`config.mk`:
```
export PLATFORM = sky130hd
export DESIGN_NAME = select_arbiter
export DESIGN_NICKNAME = d
export VERILOG_FILES = /design/src/rtl/select_arbiter.sv
export SDC_FILE = /design/constraint.sdc
export NUM_CORES = 1
export LEC_CHECK = 0
export BUFFER_PORTS_ARGS = -buffer_cell sky130_fd_sc_hd__buf_2
export CORE_AREA = 2 2 443 445
export DETAILED_ROUTE_END_ITERATION = 10
export DIE_AREA = 0 0 445 447
export SLEW_MARGIN = 20
export SYNTH_ARGS = -nofsm -noshare
export SYNTH_HDL_FRONTEND = slang
export SYNTH_SLANG_ARGS = --single-unit
```
`constraint.sdc`:
```
create_clock -name clk -period 8.1 [get_ports clk]
set_input_delay 0.405 -clock clk [delete_from_list [all_inputs] [get_ports clk]]
set_output_delay 0.405 -clock clk [all_outputs]
set_load 0.005 [all_outputs]
```
`src/rtl/select_arbiter.sv`:
```
// -----------------------------------------------------------------------------
// select_arbiter
//
// Round-robin, burst-locked arbiter that shares one NUM_SEL-to-1 lane selector
// among NUM_SEL requesters. Once a lane is granted it keeps the selector until
// its last beat is accepted. The selected beat lands in a single-entry
// valid/ready output register.
//
// Handshake rule (both sides): a beat moves on a rising clk edge exactly when
// valid and ready are both high in the cycle before that edge. Valid never
// depends on ready. The output stage keeps out_data/out_sel/out_last stable
// while out_valid is high and out_ready is low.
//
// Ports
//   clk        : clock, all state on rising edge
//   rst_n      : asynchronous active-low reset
//   req_valid  : [NUM_SEL] lane i presents a beat
//   req_last   : [NUM_SEL] lane i beat ends its burst
//   req_ready  : [NUM_SEL] lane i beat accepted (only the granted lane in LOCK)
//   data_in    : [NUM_WIDTH*NUM_SEL] lane i at [NUM_WIDTH*i +: NUM_WIDTH]
//   out_valid  : output register holds a beat
//   out_ready  : downstream accepts the beat
//   out_data   : [NUM_WIDTH] registered selected word
//   out_sel    : [NUM_LOG] lane index of out_data
//   out_last   : registered req_last of that beat
//   busy       : FSM is in LOCK (also serves as the state debug view)
// -----------------------------------------------------------------------------
module select_arbiter #(
    parameter int NUM_SEL   = 16,
    parameter int NUM_LOG   = 4,
    parameter int NUM_WIDTH = 64
) (
    input  logic                         clk,
    input  logic                         rst_n,
    input  logic [NUM_SEL-1:0]           req_valid,
    input  logic [NUM_SEL-1:0]           req_last,
    output logic [NUM_SEL-1:0]           req_ready,
    input  logic [NUM_WIDTH*NUM_SEL-1:0] data_in,
    output logic                         out_valid,
    input  logic                         out_ready,
    output logic [NUM_WIDTH-1:0]         out_data,
    output logic [NUM_LOG-1:0]           out_sel,
    output logic                         out_last,
    output logic                         busy
);

    typedef enum logic {
        IDLE = 1'b0,
        LOCK = 1'b1
    } state_e;

    state_e               state_q, state_d;
    logic [NUM_LOG-1:0]   grant_q, grant_d;
    logic [NUM_LOG-1:0]   ptr_q, ptr_d;

    logic                 out_valid_q, out_valid_d;
    logic [NUM_WIDTH-1:0] out_data_q, out_data_d;
    logic [NUM_LOG-1:0]   out_sel_q, out_sel_d;
    logic                 out_last_q, out_last_d;

    logic                 found;
    logic [NUM_LOG-1:0]   pick;
    logic [NUM_LOG-1:0]   idx;
    logic                 can_accept;
    logic                 xfer;
    logic [NUM_WIDTH-1:0] sel_data;
    logic [NUM_LOG-1:0]   grant_inc;

    // Round-robin search starting at ptr_q and wrapping at NUM_SEL.
    always_comb begin
        found = 1'b0;
        pick  = '0;
        idx   = '0;
        for (int k = 0; k < NUM_SEL; k++) begin
            idx = NUM_LOG'((int'(ptr_q) + k) % NUM_SEL);
            if (!found && req_valid[idx]) begin
                found = 1'b1;
                pick  = idx;
            end
        end
    end

    // Output register can take a beat if empty or being drained this cycle.
    assign can_accept = ~out_valid_q | out_ready;
    assign xfer       = (state_q == LOCK) && req_valid[grant_q] && can_accept;
    assign sel_data   = data_in[int'(grant_q)*NUM_WIDTH +: NUM_WIDTH];
    // Wrap at NUM_SEL, not at 2**NUM_LOG.
    assign grant_inc  = (grant_q == NUM_LOG'(NUM_SEL - 1)) ? '0 : grant_q + 1'b1;

    always_comb begin
        req_ready = '0;
        if (state_q == LOCK && can_accept) begin
            req_ready[grant_q] = 1'b1;
        end
    end

    // Arbitration FSM next state.
    always_comb begin
        state_d = state_q;
        grant_d = grant_q;
        ptr_d   = ptr_q;
        case (state_q)
            IDLE: begin
                if (found) begin
                    grant_d = pick;
                    state_d = LOCK;
                end
            end
            LOCK: begin
                if (xfer && req_last[grant_q]) begin
                    ptr_d   = grant_inc;
                    state_d = IDLE;
                end
            end
            default: state_d = IDLE;
        endcase
    end

    // Output stage next state: load on transfer, clear on drain-only.
    always_comb begin
        out_valid_d = out_valid_q;
        out_data_d  = out_data_q;
        out_sel_d   = out_sel_q;
        out_last_d  = out_last_q;
        if (xfer) begin
            out_valid_d = 1'b1;
            out_data_d  = sel_data;
            out_sel_d   = grant_q;
            out_last_d  = req_last[grant_q];
        end else if (out_valid_q && out_ready) begin
            out_valid_d = 1'b0;
        end
    end

    always_ff @(posedge clk or negedge rst_n) begin
        if (!rst_n) begin
            state_q     <= IDLE;
            grant_q     <= '0;
            ptr_q       <= '0;
            out_valid_q <= 1'b0;
            out_data_q  <= '0;
            out_sel_q   <= '0;
            out_last_q  <= 1'b0;
        end else begin
            state_q     <= state_d;
            grant_q     <= grant_d;
            ptr_q       <= ptr_d;
            out_valid_q <= out_valid_d;
            out_data_q  <= out_data_d;
            out_sel_q   <= out_sel_d;
            out_last_q  <= out_last_d;
        end
    end

    assign out_valid = out_valid_q;
    assign out_data  = out_data_q;
    assign out_sel   = out_sel_q;
    assign out_last  = out_last_q;
    assign busy      = (state_q == LOCK);

endmodule

```
==> flow_metrics.env, run 1 <==
export IMPL_status="finished, final reports clean"
export IMPL_wl_per_cell_um=34.3
export IMPL_clk_latency_ps=460
export IMPL_synth_seq_cells=79
export IMPL_wl_um=157000
export IMPL_placementRows=162
export IMPL_routabilityCongestion=1.01
export IMPL_rr_worst_depth=10
export IMPL_cp_common_cell="mux2i_1"
export IMPL_cts_buffers=9
export IMPL_ys_flop_type="dfrtp_1"
export IMPL_post_route_period_util=0.619
export IMPL_synth_async_sr_flop_share=1.00
export IMPL_post_route_min_period_ps=5010
export IMPL_hold_buffers=1
export IMPL_worstPathCellList="inv_2 > ha_1 > mux4_2 > mux2i_1 > mux2i_1 > nor4_4 > nand3_2 > or4_1 > a31oi_1 > a21oi_1"
export IMPL_ys_types=63
export IMPL_firstDrtPassIters=7
export IMPL_maxSlewViolCount=0
export IMPL_grt_setup_unrepaired="no"
export IMPL_met3_usage=0.0644
export IMPL_routed_via_density=3.56
export IMPL_cp_top_family="simple AND/OR/NAND/NOR gates"
export IMPL_final_cell_mix="buf_2 (1144), mux4_2 (357), mux2_2 (86)"
export IMPL_max_freq_mhz=200
export IMPL_layout_drive_gt1_share=0.824
export IMPL_vdd_drop_max_v=0.000217
export IMPL_required_ps=8390
export IMPL_pre_cts_ws_ps=3160
export IMPL_synth_cells=902
export IMPL_cp_slowest_cell="ha_1"
export IMPL_r2r_start="ptr_q[1]"
export IMPL_worst_path_stages=10
export IMPL_synth_edf_count=0
export IMPL_grt_pass1_wl_um=190000
export IMPL_yosysWarnings=0
export IMPL_fin_ws_ps=3090
export IMPL_area_growth_pct=69.3
export IMPL_grt_use_met2=0.247
export IMPL_cp_startpoint="ptr_q[1]"
export IMPL_hpwl_um=140000
export IMPL_setup_viol=0
export IMPL_finalPower_mw=8.53
export IMPL_clk_pin_slew_ps=90
export IMPL_worst_path_buf_inv=1
export IMPL_grtUsageTotal=0.151
export IMPL_ys_seq_area_frac=0.150
export IMPL_cts_sinks=79
export IMPL_worstPathArrival_ps=5300
export IMPL_grt_max_degree=109
export IMPL_grt_antenna_before_repair=174
export IMPL_final_hold_viol_count=0
export IMPL_htreeDepth=3
export IMPL_initial_core_util=0.0680
export IMPL_drc=0
export IMPL_min_path_cells=3
export IMPL_first_iter_violations=1635
export IMPL_die_y_um=447
export IMPL_grt_pass1_vias=15800
export IMPL_vias=16300
export IMPL_postCtsSetupBuffers=0
export IMPL_avgSynthCellArea_um2=14.6
export IMPL_critPathMaxFanout=19
export IMPL_power_leakage_nw=9.06
export IMPL_crit_end="grant_q[3]"
export IMPL_clockBufferDepth=2
export IMPL_syn_cell_area_um2=13200
export IMPL_fill_cells=22200
export IMPL_die_w_um=445
export IMPL_hold_path_class="input port to register"
export IMPL_rr_endpoint="grant_q[3]"
export IMPL_fin_worst_skew_ps=23.9
export IMPL_reg2reg_slack_ps=3090
export IMPL_final_nets=3051
export IMPL_root_buffer="clkbuf_16"
export IMPL_io_pins=1146
export IMPL_core_region_area_um2=194000
export IMPL_grt_overflow_total=0
export IMPL_worst_setup_path_type="register to register"
export IMPL_power_density_nw_per_um2=382
export IMPL_fin_tns_setup_ps=0
export IMPL_slew_headroom=0.320
export IMPL_cap_violations=0
export IMPL_use_met1=0.181
export IMPL_start_kind="register"
export IMPL_die_area_um2=199000
export IMPL_post_cts_resized=0
export IMPL_tightest_slew_ps=992
export IMPL_io_buffer_count=1145
export IMPL_drt_antenna_violating_nets=0
export IMPL_layout_commonest_cell="buf_2"
export IMPL_syn_nets=1972
export IMPL_max_stage_delay_ps=920
export IMPL_busiest_layer="met2"
export IMPL_tritoncts="yes"
export IMPL_cp_end_kind="register"
==> tightest hold or removal path, cell delays in order <==
cell      delay (ps)
buf_2             80
nand2b_1         160
nand2_1           90
==> metrics by stage <==
stage | hold WS (ps) | instance area (µm²) | utilization | std cells
floorplan | 109 | 13200 | - | 902
global placement | 359 | 21900 | 0.113 | 4511
detailed placement | 361 | 21900 | 0.113 | 4511
CTS | 267 | 22200 | 0.115 | 4528
global route | 322 | 22300 | 0.115 | 4554
finish | 323 | 22400 | 0.115 | 4577
==> cells in the mapped netlist, types with 8 or more instances <==
master | n | share of area
dfrtp_1 | 79 | 0.15
nor3_1 | 13 | 0.0049
a21oi_1 | 23 | 0.0087
ha_1 | 11 | 0.010
o21ai_0 | 20 | 0.0076
nor2_1 | 25 | 0.0071
mux2_2 | 86 | 0.073
nand3_1 | 9 | 0.0034
inv_1 | 12 | 0.0034
clkbuf_1 | 68 | 0.019
mux4_2 | 357 | 0.61
buf_1 | 24 | 0.0068
nand2_1 | 44 | 0.013
xnor2_1 | 8 | 0.0053
mux2i_1 | 26 | 0.020
==> cell type report <==
cell class	count	area [µm²]	share of cell area
Multi-Input combinational cell	710	10800	0.483
Timing Repair Buffer	1167	5930	0.265
Clock buffer	11	233	0.0104
Tap cell	2542	3180	0.142
Antenna cell	49	123	0.00548
Clock inverter	5	56.3	0.00252
Sequential cell	79	1990	0.0891
Inverter	14	52.6	0.00235
==> report_power, final <==
part / leakage (nW) / internal [mW] / switching, mW / total [mW]
registers: 0.923 / 0.619 / 0.299 / 0.919
logic: 8.00 / 3.13 / 3.96 / 7.09
clock network: 0.140 / 0.241 / 0.280 / 0.520
==> how the worst min path moves through the flow <==
| stage | start | end | slack [ps] |
|---|---|---|---|
| 5_1_grt | out_ready | out_valid | 320 |
| 3_5_place_dp | rst_n | out_data[59] | 360 |
| 4_1_cts | out_ready | out_valid | 270 |
| 2_1_floorplan | rst_n | busy | 110 |
| 6_report | out_ready | out_valid | 320 |
| 3_3_place_gp | rst_n | out_data[59] | 360 |
==> registers in the layout (all words and copies together) (netlist names) <==
register / flops
busy: 1
grant_q: 4
out_data: 64
out_last: 1
out_sel: 4
out_valid: 1
ptr_q: 4
==> kinds of logic after synthesis <==
family	count (synthesis)	share of synthesized area
AOI/OAI and AO/OA	93	0.0472
xor gates and xnor gates	12	0.00796
adders and majority gates	11	0.0104
buffers and inverters	113	0.0335
DFF	79	0.150
muxes	473	0.705
and+or+nand+nor	121	0.0458
==> routing by layer <==
layer | part of all wire | wire, µm
met5 | 0.0040 | 620
met1 | 0.39 | 60600
met3 | 0.11 | 17100
met2 | 0.47 | 74100
met4 | 0.029 | 4520
(Power assumes the default switching activity.)
==> run 2: changes to the inputs <==
clock period = 4.55 ns   (was 8.1 ns; I/O delays follow)
==> run 2 against run 1 <==
Sequential share of layout area shrank 0.077 points. Via count up 0.11%. Sequential power increased by 74%. Combinational power grew 81%. Die area stayed put. Total power rose by 80%. Critical path type unchanged. Largest power group unchanged.
==> flow_metrics.env, run 2 (synthesis results as in run 1) <==
export IMPL_drt_antenna_violating_nets=0
export IMPL_power_leakage_nw=9.18
export IMPL_cp_top_family="simple AND/OR/NAND/NOR gates"
export IMPL_cap_violations=0
export IMPL_first_iter_violations=1646
export IMPL_final_hold_viol_count=0
export IMPL_status="finished, final reports clean"
export IMPL_final_cell_mix="buf_2 (1144), mux4_2 (357), mux2_2 (86)"
export IMPL_cts_buffers=9
export IMPL_post_route_min_period_ps=4030
export IMPL_io_buffer_count=1145
export IMPL_cts_sinks=79
export IMPL_worst_setup_path_type="register to register"
export IMPL_hpwl_um=140000
export IMPL_setup_viol=0
export IMPL_start_kind="register"
export IMPL_vias=16300
export IMPL_min_from="out_ready"
export IMPL_initial_core_util=0.0680
export IMPL_cp_startpoint="ptr_q[1]"
export IMPL_worstPathArrival_ps=4340
export IMPL_postCtsSetupBuffers=0
export IMPL_hold_path_class="input port to register"
export IMPL_drc=0
export IMPL_hold_buffers=1
export IMPL_routed_via_density=3.55
export IMPL_cp_slowest_cell="mux4_2"
export IMPL_worst_path_buf_inv=1
export IMPL_max_freq_mhz=248
export IMPL_grt_antenna_before_repair=193
export IMPL_placementRows=162
export IMPL_largest_register_ffs=64
export IMPL_firstDrtPassIters=5
export IMPL_clk_latency_ps=460
export IMPL_required_ps=4860
export IMPL_layout_drive_gt1_share=0.827
export IMPL_finalHoldWorstSlack_ps=85.4
export IMPL_fin_tns_setup_ps=0
export IMPL_clk_pin_slew_ps=80
export IMPL_fin_worst_skew_ps=33.0
export IMPL_die_w_um=445
export IMPL_post_cts_resized=0
export IMPL_io_pins=1146
export IMPL_die_y_um=447
export IMPL_htreeDepth=3
export IMPL_post_route_period_util=0.886
export IMPL_tritoncts="yes"
export IMPL_fill_cells=22200
export IMPL_core_region_area_um2=194000
export IMPL_stdcell_count=4587
export IMPL_grt_setup_unrepaired="no"
export IMPL_pre_cts_ws_ps=625
export IMPL_maxSlewViolCount=0
export IMPL_grt_overflow_total=0
export IMPL_r2r_start="ptr_q[1]"
export IMPL_final_util=0.116
export IMPL_grt_max_degree=118
export IMPL_worstPathCellList="buf_4 > ha_1 > xor2_1 > mux4_2 > mux2i_1 > and3_1 > nand3_2 > or4_1 > a31oi_1 > a21oi_1"
export IMPL_critPathMaxFanout=13
export IMPL_placed_cell_area_um2=22100
export IMPL_die_area_um2=199000
export IMPL_routabilityCongestion=0.982
export IMPL_grt_pass1_vias=15700
export IMPL_final_area_um2=22600
export IMPL_fin_ws_ps=517
export IMPL_placed_cells=4528
export IMPL_vdd_drop_max_v=0.000387
export IMPL_grtUsageTotal=0.149
export IMPL_cp_end_kind="register"
export IMPL_slew_headroom=0.423
export IMPL_clockBufferDepth=2
export IMPL_max_stage_delay_ps=610
export IMPL_wl_um=155000
export IMPL_layout_commonest_cell="buf_2"
export IMPL_grt_pass1_wl_um=187000
export IMPL_tightest_slew_ps=866
export IMPL_finalPower_mw=15.4
export IMPL_root_buffer="clkbuf_16"
export IMPL_wl_per_cell_um=33.8
export IMPL_final_nets=3068
export IMPL_area_growth_pct=70.8
export IMPL_power_density_nw_per_um2=682
[run 2: final cells by class]
cell class | count | area [µm²] | area share
sequential | 79 | 1990 | 0.0883
timing repair buffer | 1184 | 6120 | 0.271
inverter | 14 | 52.6 | 0.00233
multi-input combinational | 710 | 10800 | 0.479
clock inverter | 7 | 86.3 | 0.00383
clock buffer | 9 | 225 | 0.00999
tap | 2542 | 3180 | 0.141
antenna | 42 | 105 | 0.00466
[run 2: where the power goes]
part	leakage [nW]	internal (mW)	total [mW]	switching [mW]
clock network	0.151	0.441	0.960	0.519
registers	0.923	1.10	1.60	0.501
logic	8.10	5.76	12.8	7.05
[run 2: per-layer routing]
layer  GRT usage  share of wire  up-vias
met5     0.00537         0.0039        -
met4      0.0374          0.026       90
met3      0.0682           0.12      314
met2       0.247           0.47     1272
met1       0.174           0.38     8365
li1            -              -     6258
[run 2: worst register-to-register path: stages, from the launching register on]
cell and delay, ps:
dfrtp_1 370, buf_4 250, ha_1 380, xor2_1 440
mux4_2 610, mux2i_1 480, and3_1 350, nand3_2 180
or4_1 570, a31oi_1 190, a21oi_1 60
[run 2: final timing paths]
| path | depth (start not counted) | endpoint | slack (ps) |
|---|---|---|---|
| hold / removal | 3 | out_valid | 90 |
| setup / recovery | 10 | grant_q[3] | 520 |
| min in group asynchronous | 2 | out_data[54] | 310 |
| hold reg to reg | 2 | out_last | 480 |
| max in group asynchronous | 3 | out_data[63] | 3130 |
| setup reg to reg | 10 | grant_q[3] | 520 |
==> run 3: changes to the inputs <==
==> constraint.sdc (replaced) <==
create_clock -name clk -period 4.55 [get_ports clk]
set_input_delay 0 -clock clk [delete_from_list [all_inputs] [get_ports clk]]
set_output_delay 0 -clock clk [all_outputs]
set_load 0.005 [all_outputs]
==> run 3 against run 2 <==
Sequential power is essentially flat. Clock power grew 0.6%. Final cell count grew 0.87%. Critical path type unchanged. Largest power group unchanged.
==> flow_metrics.env, run 3 (synthesis results as in run 1) <==
export IMPL_grt_max_degree=111
export IMPL_final_nets=3077
export IMPL_clk_pin_slew_ps=100
export IMPL_first_iter_violations=1529
export IMPL_clk_latency_ps=470
export IMPL_grt_overflow_total=0
export IMPL_io_pins=1146
export IMPL_initial_core_util=0.0680
export IMPL_routabilityCongestion=0.961
export IMPL_post_route_period_util=0.913
export IMPL_finalPower_mw=15.5
export IMPL_wl_um=156000
export IMPL_post_route_min_period_ps=4150
export IMPL_fin_tns_setup_ps=0
export IMPL_r2r_start="ptr_q[0]"
export IMPL_required_ps=4850
export IMPL_die_y_um=447
export IMPL_final_util=0.117
export IMPL_fin_worst_skew_ps=35.8
export IMPL_postCtsSetupBuffers=0
export IMPL_cap_violations=0
export IMPL_start_kind="register"
export IMPL_layout_drive_gt1_share=0.827
export IMPL_power_leakage_nw=9.22
export IMPL_cts_buffers=9
export IMPL_drc=0
export IMPL_hpwl_um=140000
export IMPL_htreeDepth=3
export IMPL_reg2reg_slack_ps=400
export IMPL_largest_register_ffs=64
export IMPL_drt_antenna_violating_nets=0
export IMPL_worstPathArrival_ps=4450
export IMPL_maxSlewViolCount=0
export IMPL_vias=16200
export IMPL_tightest_slew_ps=896
export IMPL_grt_antenna_before_repair=185
export IMPL_fill_cells=22200
export IMPL_rr_endpoint="grant_q[3]"
export IMPL_placementRows=162
export IMPL_status="finished, final reports clean"
export IMPL_hold_path_class="input port to asynchronous set/reset pin"
export IMPL_area_growth_pct=72.0
export IMPL_slew_headroom=0.398
export IMPL_io_buffer_count=1145
export IMPL_rr_worst_depth=10
export IMPL_firstDrtPassIters=7
export IMPL_cp_startpoint="ptr_q[0]"
export IMPL_tritoncts="yes"
export IMPL_vdd_drop_max_v=0.000403
export IMPL_cts_sinks=79
export IMPL_die_area_um2=199000
export IMPL_wl_per_cell_um=33.7
export IMPL_core_region_area_um2=194000
export IMPL_layout_commonest_cell="buf_2"
export IMPL_grt_pass1_vias=15800
export IMPL_routed_via_density=3.51
export IMPL_final_hold_viol_count=0
export IMPL_grt_pass1_wl_um=188000
export IMPL_setup_viol=0
export IMPL_power_density_nw_per_um2=681
export IMPL_grtUsageTotal=0.151
export IMPL_max_freq_mhz=241
export IMPL_grt_setup_unrepaired="no"
export IMPL_cp_end_kind="register"
export IMPL_die_w_um=445
export IMPL_critPathMaxFanout=39
export IMPL_worst_setup_path_type="register to register"
export IMPL_final_cell_mix="buf_2 (1144), mux4_2 (357), mux2_2 (86)"
export IMPL_root_buffer="clkbuf_16"
export IMPL_clockBufferDepth=2
export IMPL_post_cts_resized=0
==> run 3: how the worst max path moves through the flow <==
stage / endpoint / slack (ps) / depth (start not counted)
finish: grant_q[3] / 400 / 10
global route: grant_q[0] / 110 / 11
CTS: grant_q[3] / 430 / 10
detailed placement: grant_q[0] / 480 / 11
global placement: grant_q[3] / 520 / 10
floorplan: grant_q[3] / 730 / 13
==> run 3: metal layers <==
layer / up-vias / GRT usage / share of wire
li1: 6311 / - / -
met1: 8288 / 0.178 / 0.38
met2: 1261 / 0.243 / 0.47
met3: 314 / 0.0630 / 0.11
met4: 74 / 0.0525 / 0.038
met5: - / 0.0117 / 0.0040
==> run 3: area by class of cell <==
class	count	area, µm²	area share
repair buffers	1193	6190	0.273
clock buffers	10	229	0.0101
diodes	73	183	0.00804
inverters	14	52.6	0.00231
well taps	2542	3180	0.140
clock inverters	6	93.8	0.00413
flip-flops and latches	79	1990	0.0877
multi-input cells	710	10800	0.475
==> run 3: where the power goes <==
| part | switching [mW] | internal, mW |
|---|---|---|
| sequential | 0.486 | 1.10 |
| clock | 0.480 | 0.485 |
| combinational | 7.11 | 5.81 |
==> run 3: what timing repair did <==
action,CTS,global route
hold endpoints to repair,47,0
hold buffers,2,0
setup endpoints to repair,0,0
==> run 3: worst max-delay path, cell delays in order (launching register included) <==
cell     delay (ps)
dfrtp_1         350
buf_4           490
ha_1            290
xor2_1          380
mux4_2          610
mux2i_1         500
and3_1          370
nand4_2         220
or3_1           430
a31oi_1         260
a21oi_1          90
==> run 3: through the flow <==
step                      cell area [µm²]  std cells  hold slack [ps]  setup WS, ps
final                               22700       4627             71.5           398
after global routing                22700       4603             56.9           109
after CTS                           22500       4554             6.31           427
after detailed placement            22200       4536             17.4           480
after global placement              22200       4536             15.5           517
after floorplan                     13200        902             -296           728
